## config.mk

```make
export PLATFORM = sky130hd
export DESIGN_NAME = switch_nxn
export DESIGN_NICKNAME = d
export VERILOG_FILES = /design/src/rtl/switch_pkg.sv /design/src/rtl/switch_fifo.sv /design/src/rtl/switch_nxn.sv
export SDC_FILE = /design/constraint.sdc
export NUM_CORES = 2
export LEC_CHECK = 0
export ABC_AREA = 1
export CORE_ASPECT_RATIO = 1.5
export CORE_MARGIN = 4
export CORE_UTILIZATION = 50
export DETAILED_ROUTE_END_ITERATION = 16
export DONT_BUFFER_PORTS = 1
export GPL_TIMING_DRIVEN = 0
export PLACE_DENSITY = 0.65
export SLEW_MARGIN = 20
export SYNTH_ARGS = -nofsm -noshare
export SYNTH_HDL_FRONTEND = slang
export SYNTH_SLANG_ARGS = --single-unit
```

## constraint.sdc

```tcl
create_clock -name clk -period 3.5 [get_ports clk]
set_clock_uncertainty 0.1 [all_clocks]
set_input_delay 0.7 -clock clk [delete_from_list [all_inputs] [get_ports clk]]
set_output_delay 0.7 -clock clk [all_outputs]
set_load 0.005 [all_outputs]
```

## src/rtl/switch_pkg.sv

```systemverilog
// Shared constants and helpers for the N x N virtual-output-queued switch.
package switch_pkg;

  localparam int N_PORTS_DEF    = 4;
  localparam int DATA_W_DEF     = 32;
  localparam int FIFO_DEPTH_DEF = 4;
  localparam int STAT_W         = 16;

  function automatic int dest_width(input int n_ports);
    return (n_ports > 1) ? $clog2(n_ports) : 1;
  endfunction

endpackage

```

## src/rtl/switch_fifo.sv

```systemverilog
// Virtual output queue: a written entry becomes visible to the reader one cycle
// after the write, so the full path from acceptance to out_valid is two edges.
module switch_fifo #(
  parameter int DATA_W = 32,
  parameter int DEPTH  = 4
) (
  input  logic              clk,
  input  logic              rst,
  input  logic              push,
  input  logic              pop,
  input  logic [DATA_W-1:0] din,
  output logic [DATA_W-1:0] dout,
  output logic              full,
  output logic              empty
);

  localparam int AW = $clog2(DEPTH);
  localparam logic [AW:0] PTR_ONE = {{AW{1'b0}}, 1'b1};

  logic [DATA_W-1:0] mem_r [DEPTH];
  logic [AW:0]       wr_ptr_r;
  logic [AW:0]       wr_vis_r;
  logic [AW:0]       rd_ptr_r;

  // Full is judged on the true write pointer, empty on the delayed one.
  assign full  = (wr_ptr_r[AW] != rd_ptr_r[AW]) && (wr_ptr_r[AW-1:0] == rd_ptr_r[AW-1:0]);
  assign empty = (wr_vis_r == rd_ptr_r);
  assign dout  = mem_r[rd_ptr_r[AW-1:0]];

  // Pointer state
  always_ff @(posedge clk or negedge rst) begin
    if (!rst) begin
      wr_ptr_r <= {(AW+1){1'b0}};
      wr_vis_r <= {(AW+1){1'b0}};
      rd_ptr_r <= {(AW+1){1'b0}};
    end else begin
      wr_vis_r <= wr_ptr_r;
      if (push && !full) begin
        wr_ptr_r <= wr_ptr_r + PTR_ONE;
      end else begin
        wr_ptr_r <= wr_ptr_r;
      end
      if (pop && !empty) begin
        rd_ptr_r <= rd_ptr_r + PTR_ONE;
      end else begin
        rd_ptr_r <= rd_ptr_r;
      end
    end
  end

  // Storage array; contents are don't-care until the pointers expose them
  always_ff @(posedge clk) begin
    if (push && !full) begin
      mem_r[wr_ptr_r[AW-1:0]] <= din;
    end
  end

endmodule

```

## src/rtl/switch_nxn.sv

```systemverilog
// N x N switch with one queue per (input, output) pair and a round-robin registered
// output stage per port. Optional macro SWITCH_STATS_EN adds per-output handshake counters.
module switch_nxn
  import switch_pkg::*;
#(
  parameter int N_PORTS    = N_PORTS_DEF,
  parameter int DATA_W     = DATA_W_DEF,
  parameter int FIFO_DEPTH = FIFO_DEPTH_DEF
) (
  input  logic                        clk,
  input  logic                        rst,
  input  logic [N_PORTS*DATA_W-1:0]   in_data,
  input  logic [N_PORTS-1:0]          in_valid,
  output logic [N_PORTS-1:0]          in_ready,
  output logic [N_PORTS*DATA_W-1:0]   out_data,
  output logic [N_PORTS-1:0]          out_valid,
  input  logic [N_PORTS-1:0]          out_ready
`ifdef SWITCH_STATS_EN
  ,output logic [N_PORTS*STAT_W-1:0]  stat_cnt
`endif
);

  localparam int DEST_W = dest_width(N_PORTS);

  logic [N_PORTS-1:0] full_row_s  [N_PORTS];
  logic [N_PORTS-1:0] push_row_s  [N_PORTS];
  logic [N_PORTS-1:0] empty_col_s [N_PORTS];
  logic [N_PORTS-1:0] pop_col_s   [N_PORTS];
  logic [DATA_W-1:0]  q_dout_s    [N_PORTS][N_PORTS];

  for (genvar i = 0; i < N_PORTS; i++) begin : g_in
    logic [DEST_W-1:0]  dest_s;
    logic [N_PORTS-1:0] hit_s;

    assign dest_s = in_data[i*DATA_W + DATA_W - DEST_W +: DEST_W];

    // Destination decode; an out-of-range destination hits nothing and is dropped
    always_comb begin
      hit_s = {N_PORTS{1'b0}};
      for (int j = 0; j < N_PORTS; j++) begin
        hit_s[j] = (int'(dest_s) == j);
      end
    end

    assign in_ready[i]   = ~|(hit_s & full_row_s[i]);
    assign push_row_s[i] = hit_s & ~full_row_s[i] & {N_PORTS{in_valid[i]}};

    for (genvar j = 0; j < N_PORTS; j++) begin : g_q
      switch_fifo #(
        .DATA_W (DATA_W),
        .DEPTH  (FIFO_DEPTH)
      ) u_fifo (
        .clk   (clk),
        .rst   (rst),
        .push  (push_row_s[i][j]),
        .pop   (pop_col_s[j][i]),
        .din   (in_data[i*DATA_W +: DATA_W]),
        .dout  (q_dout_s[j][i]),
        .full  (full_row_s[i][j]),
        .empty (empty_col_s[j][i])
      );
    end
  end

  for (genvar j = 0; j < N_PORTS; j++) begin : g_out
    logic [DEST_W-1:0]  last_r;
    logic [DEST_W-1:0]  gnt_s;
    logic               any_s;
    logic               take_s;
    logic               valid_r;
    logic [DATA_W-1:0]  data_r;
    logic [N_PORTS-1:0] req_s;
    logic [N_PORTS-1:0] pop_s;

    assign req_s = ~empty_col_s[j];

    // Round-robin scan from farthest to nearest, so the requester just after last_r wins
    always_comb begin
      int                sum;
      logic [DEST_W-1:0] idx;
      gnt_s = last_r;
      any_s = 1'b0;
      sum   = 0;
      idx   = {DEST_W{1'b0}};
      for (int k = N_PORTS; k >= 1; k--) begin
        sum   = int'(last_r) + k;
        idx   = DEST_W'((sum >= N_PORTS) ? (sum - N_PORTS) : sum);
        gnt_s = req_s[idx] ? idx : gnt_s;
        any_s = any_s | req_s[idx];
      end
    end

    assign take_s = any_s && (!valid_r || out_ready[j]);

    // One-hot pop back to the granted queue
    always_comb begin
      pop_s = {N_PORTS{1'b0}};
      for (int k = 0; k < N_PORTS; k++) begin
        pop_s[k] = take_s && (int'(gnt_s) == k);
      end
    end

    assign pop_col_s[j] = pop_s;

    // Output register: refills when empty or when the sink consumes the held word
    always_ff @(posedge clk or negedge rst) begin
      if (!rst) begin
        valid_r <= 1'b0;
        data_r  <= {DATA_W{1'b0}};
        last_r  <= DEST_W'(N_PORTS - 1);
      end else if (take_s) begin
        valid_r <= 1'b1;
        data_r  <= q_dout_s[j][gnt_s];
        last_r  <= gnt_s;
      end else if (out_ready[j]) begin
        valid_r <= 1'b0;
      end else begin
        valid_r <= valid_r;
      end
    end

    assign out_valid[j]                  = valid_r;
    assign out_data[j*DATA_W +: DATA_W]  = data_r;

`ifdef SWITCH_STATS_EN
    logic [STAT_W-1:0] cnt_r;

    // Saturating handshake counter
    always_ff @(posedge clk or negedge rst) begin
      if (!rst) begin
        cnt_r <= {STAT_W{1'b0}};
      end else if (valid_r && out_ready[j] && (cnt_r != {STAT_W{1'b1}})) begin
        cnt_r <= cnt_r + {{(STAT_W-1){1'b0}}, 1'b1};
      end else begin
        cnt_r <= cnt_r;
      end
    end

    assign stat_cnt[j*STAT_W +: STAT_W] = cnt_r;
`endif
  end

endmodule

```

==> run_results.csv <==
group,metric,value,unit
global_route,grt_pass1_wl,438000,um
route,drc_errors,0,
floorplanning,start_util,50.3,%
yosys,ys.flop_type,"edfxtp_1",
sta,tightest_slew,1.69,ns
worst_setup_path,cp_cell_sequence,"buf_2, xnor2_1, nand3_1, nor3_1, nor4_4",
clock_tree,cts_tree,"built",
worst_setup_path,critPathKind,"register to primary output",
status,failed_checks,"hold timing, slew limit",
clock_tree,clk_pin_slew,0.08,ns
route,drt-pass1-iter-count,6,
route,drt_wl_total,312000,um
clock_tree,clkSinkCount,2332,
power,p_clk_share,21.4,%
worst_setup_path,rr_worst_depth,6,
worst_setup_path,start_kind,"register",
sta,max_freq,0.295,GHz
sta,whs,-0.520,ns
power,p_leak,39.3,nW
floorplanning,die_width,364,um
worst_setup_path,cp_data_arrival_time,2.59,ns
worst_setup_path,path_buf_inv,1,
finish,drive_above_1_share,8.88,%
sta,maxSlewViolCount,93,
global_route,grt_max_degree,285,
clock_tree,worstSkewPairLatency,0.87,ns
worst_setup_path,rr_endpoint,"g_in[1].g_q[0].u_fifo.mem_r[1][29]",
route,drtIter0Drc,8804,
finish,n_fill_cell,14900,
yosys,yosysUniqueCellTypes,36,
worst_setup_path,crit_fanout,10,
yosys,synth.avg_cell_area,12.4,um2
placed_design,hpwlAfterDp,220000,um
sta,setup_tns,0,ns
yosys,synth_edf_count,2048,
route,postRouteAntennaNets,0,
yosys,synthTopCellsByArea,"edfxtp_1 (65%), nand2_1 (8.3%), dfrtp_1 (7.3%)",
finish,layout_commonest_cell,"nand2_1",
worst_setup_path,crit_path_end_kind,"primary output",
worst_setup_path,reg2reg_slack,0.15,ns
worst_setup_path,slowest_stage,"dfrtp_1",
yosys,ys_ff_latch,2332,
yosys,postSynth.asyncResetShare,12.2,%
global_route,grt_pass1_vias,63100,
sta,hold_viol,276,
yosys,yosysWarnings,0,
worst_setup_path,critPathMaxStageDelay,0.46,ns
floorplanning,rows,195,
clock_tree,cts.path.max_buffers,4,
yosys,synth_top_area_share,64.8,%
yosys,ys_seq_area_share,72.3,%
clock_tree,htreeDepth,4,
floorplanning,die-area,197000,um2
finish,final_cell_mix,"nand2_1 (2,099), edfxtp_1 (2,048), nand3_1 (485)",
yosys,synthCells,7671,
sta,relSlewSlack,-12.6,%
route,vias,65300,
worst_setup_path,crit_family,"simple AND/OR/NAND/NOR gates",
placed_design,placed_cell_area,100000,um2
yosys,syn-num-nets,7889,
worst_setup_path,startpoint,"g_in[1].g_q[0].u_fifo.rd_ptr_r[1]",
route,wl_per_cell,29.0,um
power,combPwrFrac,46.3,%
floorplanning,ios,274,
placed_design,place.gp.congestion,0.939,
power,power_density,1010,nW/um2
status,outcome,"finished, violations left",
yosys,syn-cell-area,94900,um2
placed_design,io_buffers,0,
clock_tree,root_buffer,"clkbuf_16",
global_route,overflow,0,
clock_tree,cts_buffers,212,
power,swShare,44.6,%
yosys,synth_top_area_cell,"edfxtp_1",
sta,period_share,96.9,%
global_route,track_usage,30.9,%
clock_tree,ctsHoldBuffers,137,
finish,synthToLayoutAreaGrowth,14.8,%
worst_setup_path,r2r_start,"g_in[1].g_q[0].u_fifo.rd_ptr_r[1]",
worst_setup_path,required,2.70,ns
power,p_sw,49.3,mW
flow_run,drv_cap,0,
power,p_seq_share,32.3,%
power,internal-power,61.2,mW
finish,final_nets,8319,
power,vdd_drop_max,558,uV
sta,min_period,3.39,ns
global_route,grt_antenna_before_repair,39,
floorplanning,die_h,542,um
sta,finalSetupViolCount,0,
route,drt-vias-per-instance,6.07,
floorplanning,core_area,189000,um2
min_path,hold_class,"input pin to asynchronous set/reset pin",
finish,final_cell_area,109000,um2
==> per-layer routing <==
metal,global-route usage [%],routed length (um),vias up
met1,37.5,108000,32500
li1,-,-,28400
met2,50.6,149000,3637
met5,0,54,-
met3,5.21,28000,818
met4,21.3,26500,8
==> synthesized netlist by cell type, types with 55 or more instances <==
| cell type | instances |
|---|---|
| a21oi_1 | 341 |
| a32o_1 | 320 |
| buf_2 | 91 |
| clkbuf_1 | 287 |
| dfrtp_1 | 276 |
| edfxtp_1 | 2048 |
| ha_1 | 80 |
| inv_1 | 183 |
| nand2_1 | 2099 |
| nand3_1 | 485 |
| nor2_1 | 475 |
| o21ai_0 | 405 |
| o22ai_1 | 193 |
| xnor2_1 | 55 |
| xor2_1 | 70 |
==> registers in the layout (all words and copies together), names as in the netlist <==
signal and count:
g_out.last_r 8, g_in.g_q.u_fifo.wr_ptr_r 48, g_in.g_q.u_fifo.rd_ptr_r 48, g_in.g_q.u_fifo.wr_vis_r 48, g_out.data_r 128, g_in.g_q.u_fifo.mem_r 2048, g_out.valid_r 4
==> layout make-up <==
cell class	count	area (um2)	share of cell area [%]
flip-flops and latches	2332	68600	62.9
multi-input cells	4645	23800	21.8
clock buffers	283	5930	5.44
repair buffers	216	3420	3.14
well taps	2462	3080	2.83
plain buffers	486	2250	2.06
clock inverters	100	1040	0.956
inverters	208	786	0.721
diodes	28	70.1	0.0643
==> logic make-up (layout without fill, tap and decap cells) <==
logic type               after synthesis  after routing  share of synthesized area, %
XOR/XNOR                             130            130                          1.24
AO/OA/AOI/OAI                       1265           1265                          8.62
other                                  0             28                             0
adder cells (fa/ha/maj)               80             80                          1.05
flip-flops                          2332           2332                          72.3
AND/OR/NAND/NOR                     3170           3170                          13.6
buffers and inverters                694           1293                          3.19
==> metrics by stage <==
| step | utilization, % | power (mW) | cells | hold slack [ns] | setup WS [ns] |
|---|---|---|---|---|---|
| after floorplan | - | 65.0 | 7671 | 0.304 | 0.384 |
| after global placement | 52.0 | 83.7 | 10100 | 0.317 | -1.55 |
| after detailed placement | 53.1 | 85.0 | 10200 | 0.321 | -0.0680 |
| after CTS | 57.7 | 109 | 10700 | -0.586 | 0.0176 |
| after global routing | 57.8 | 115 | 10700 | -0.559 | -0.00313 |
| final | 57.8 | 111 | 10800 | -0.520 | 0.107 |
==> power by group through the flow <==
stage / clock network (mW) / registers, mW / logic, mW
floorplan: 0 / 35.6 / 29.4
global placement: 0 / 36.3 / 47.4
detailed placement: 0 / 36.2 / 48.8
CTS: 23.7 / 35.7 / 50.0
global route: 24.9 / 35.9 / 54.3
finish: 23.6 / 35.7 / 51.2
==> worst max path at each step <==
stage / to / slack (ns) / depth (start not counted)
detailed placement: g_in[0].g_q[2].u_fifo.mem_r[3][4] / -0.07 / 6
global placement: g_in[0].g_q[2].u_fifo.mem_r[3][4] / -1.55 / 5
floorplan: g_in[3].g_q[0].u_fifo.mem_r[3][0] / 0.38 / 4
global route: g_in[1].g_q[0].u_fifo.mem_r[1][14] / -0.003 / 6
CTS: g_in[1].g_q[0].u_fifo.mem_r[0][0] / 0.02 / 6
finish: in_ready[1] / 0.11 / 5
==> worst reg2reg max path, stage by stage (launching register included) <==
cell	delay [ns]
dfrtp_1	0.46
buf_2	0.31
xnor2_1	0.11
nand3_1	0.33
nand4_1	0.73
nor2_4	0.73
buf_16	0.24
==> timing repair <==
item | CTS | global route
resized for setup | 5 | 4
pin swaps | 5 | 3
setup buffers | 10 | 5
hold endpoints to repair | 2334 | 278
setup endpoints to repair | 55 | 31
No activity file was read; power rests on OpenSTA's default activity.
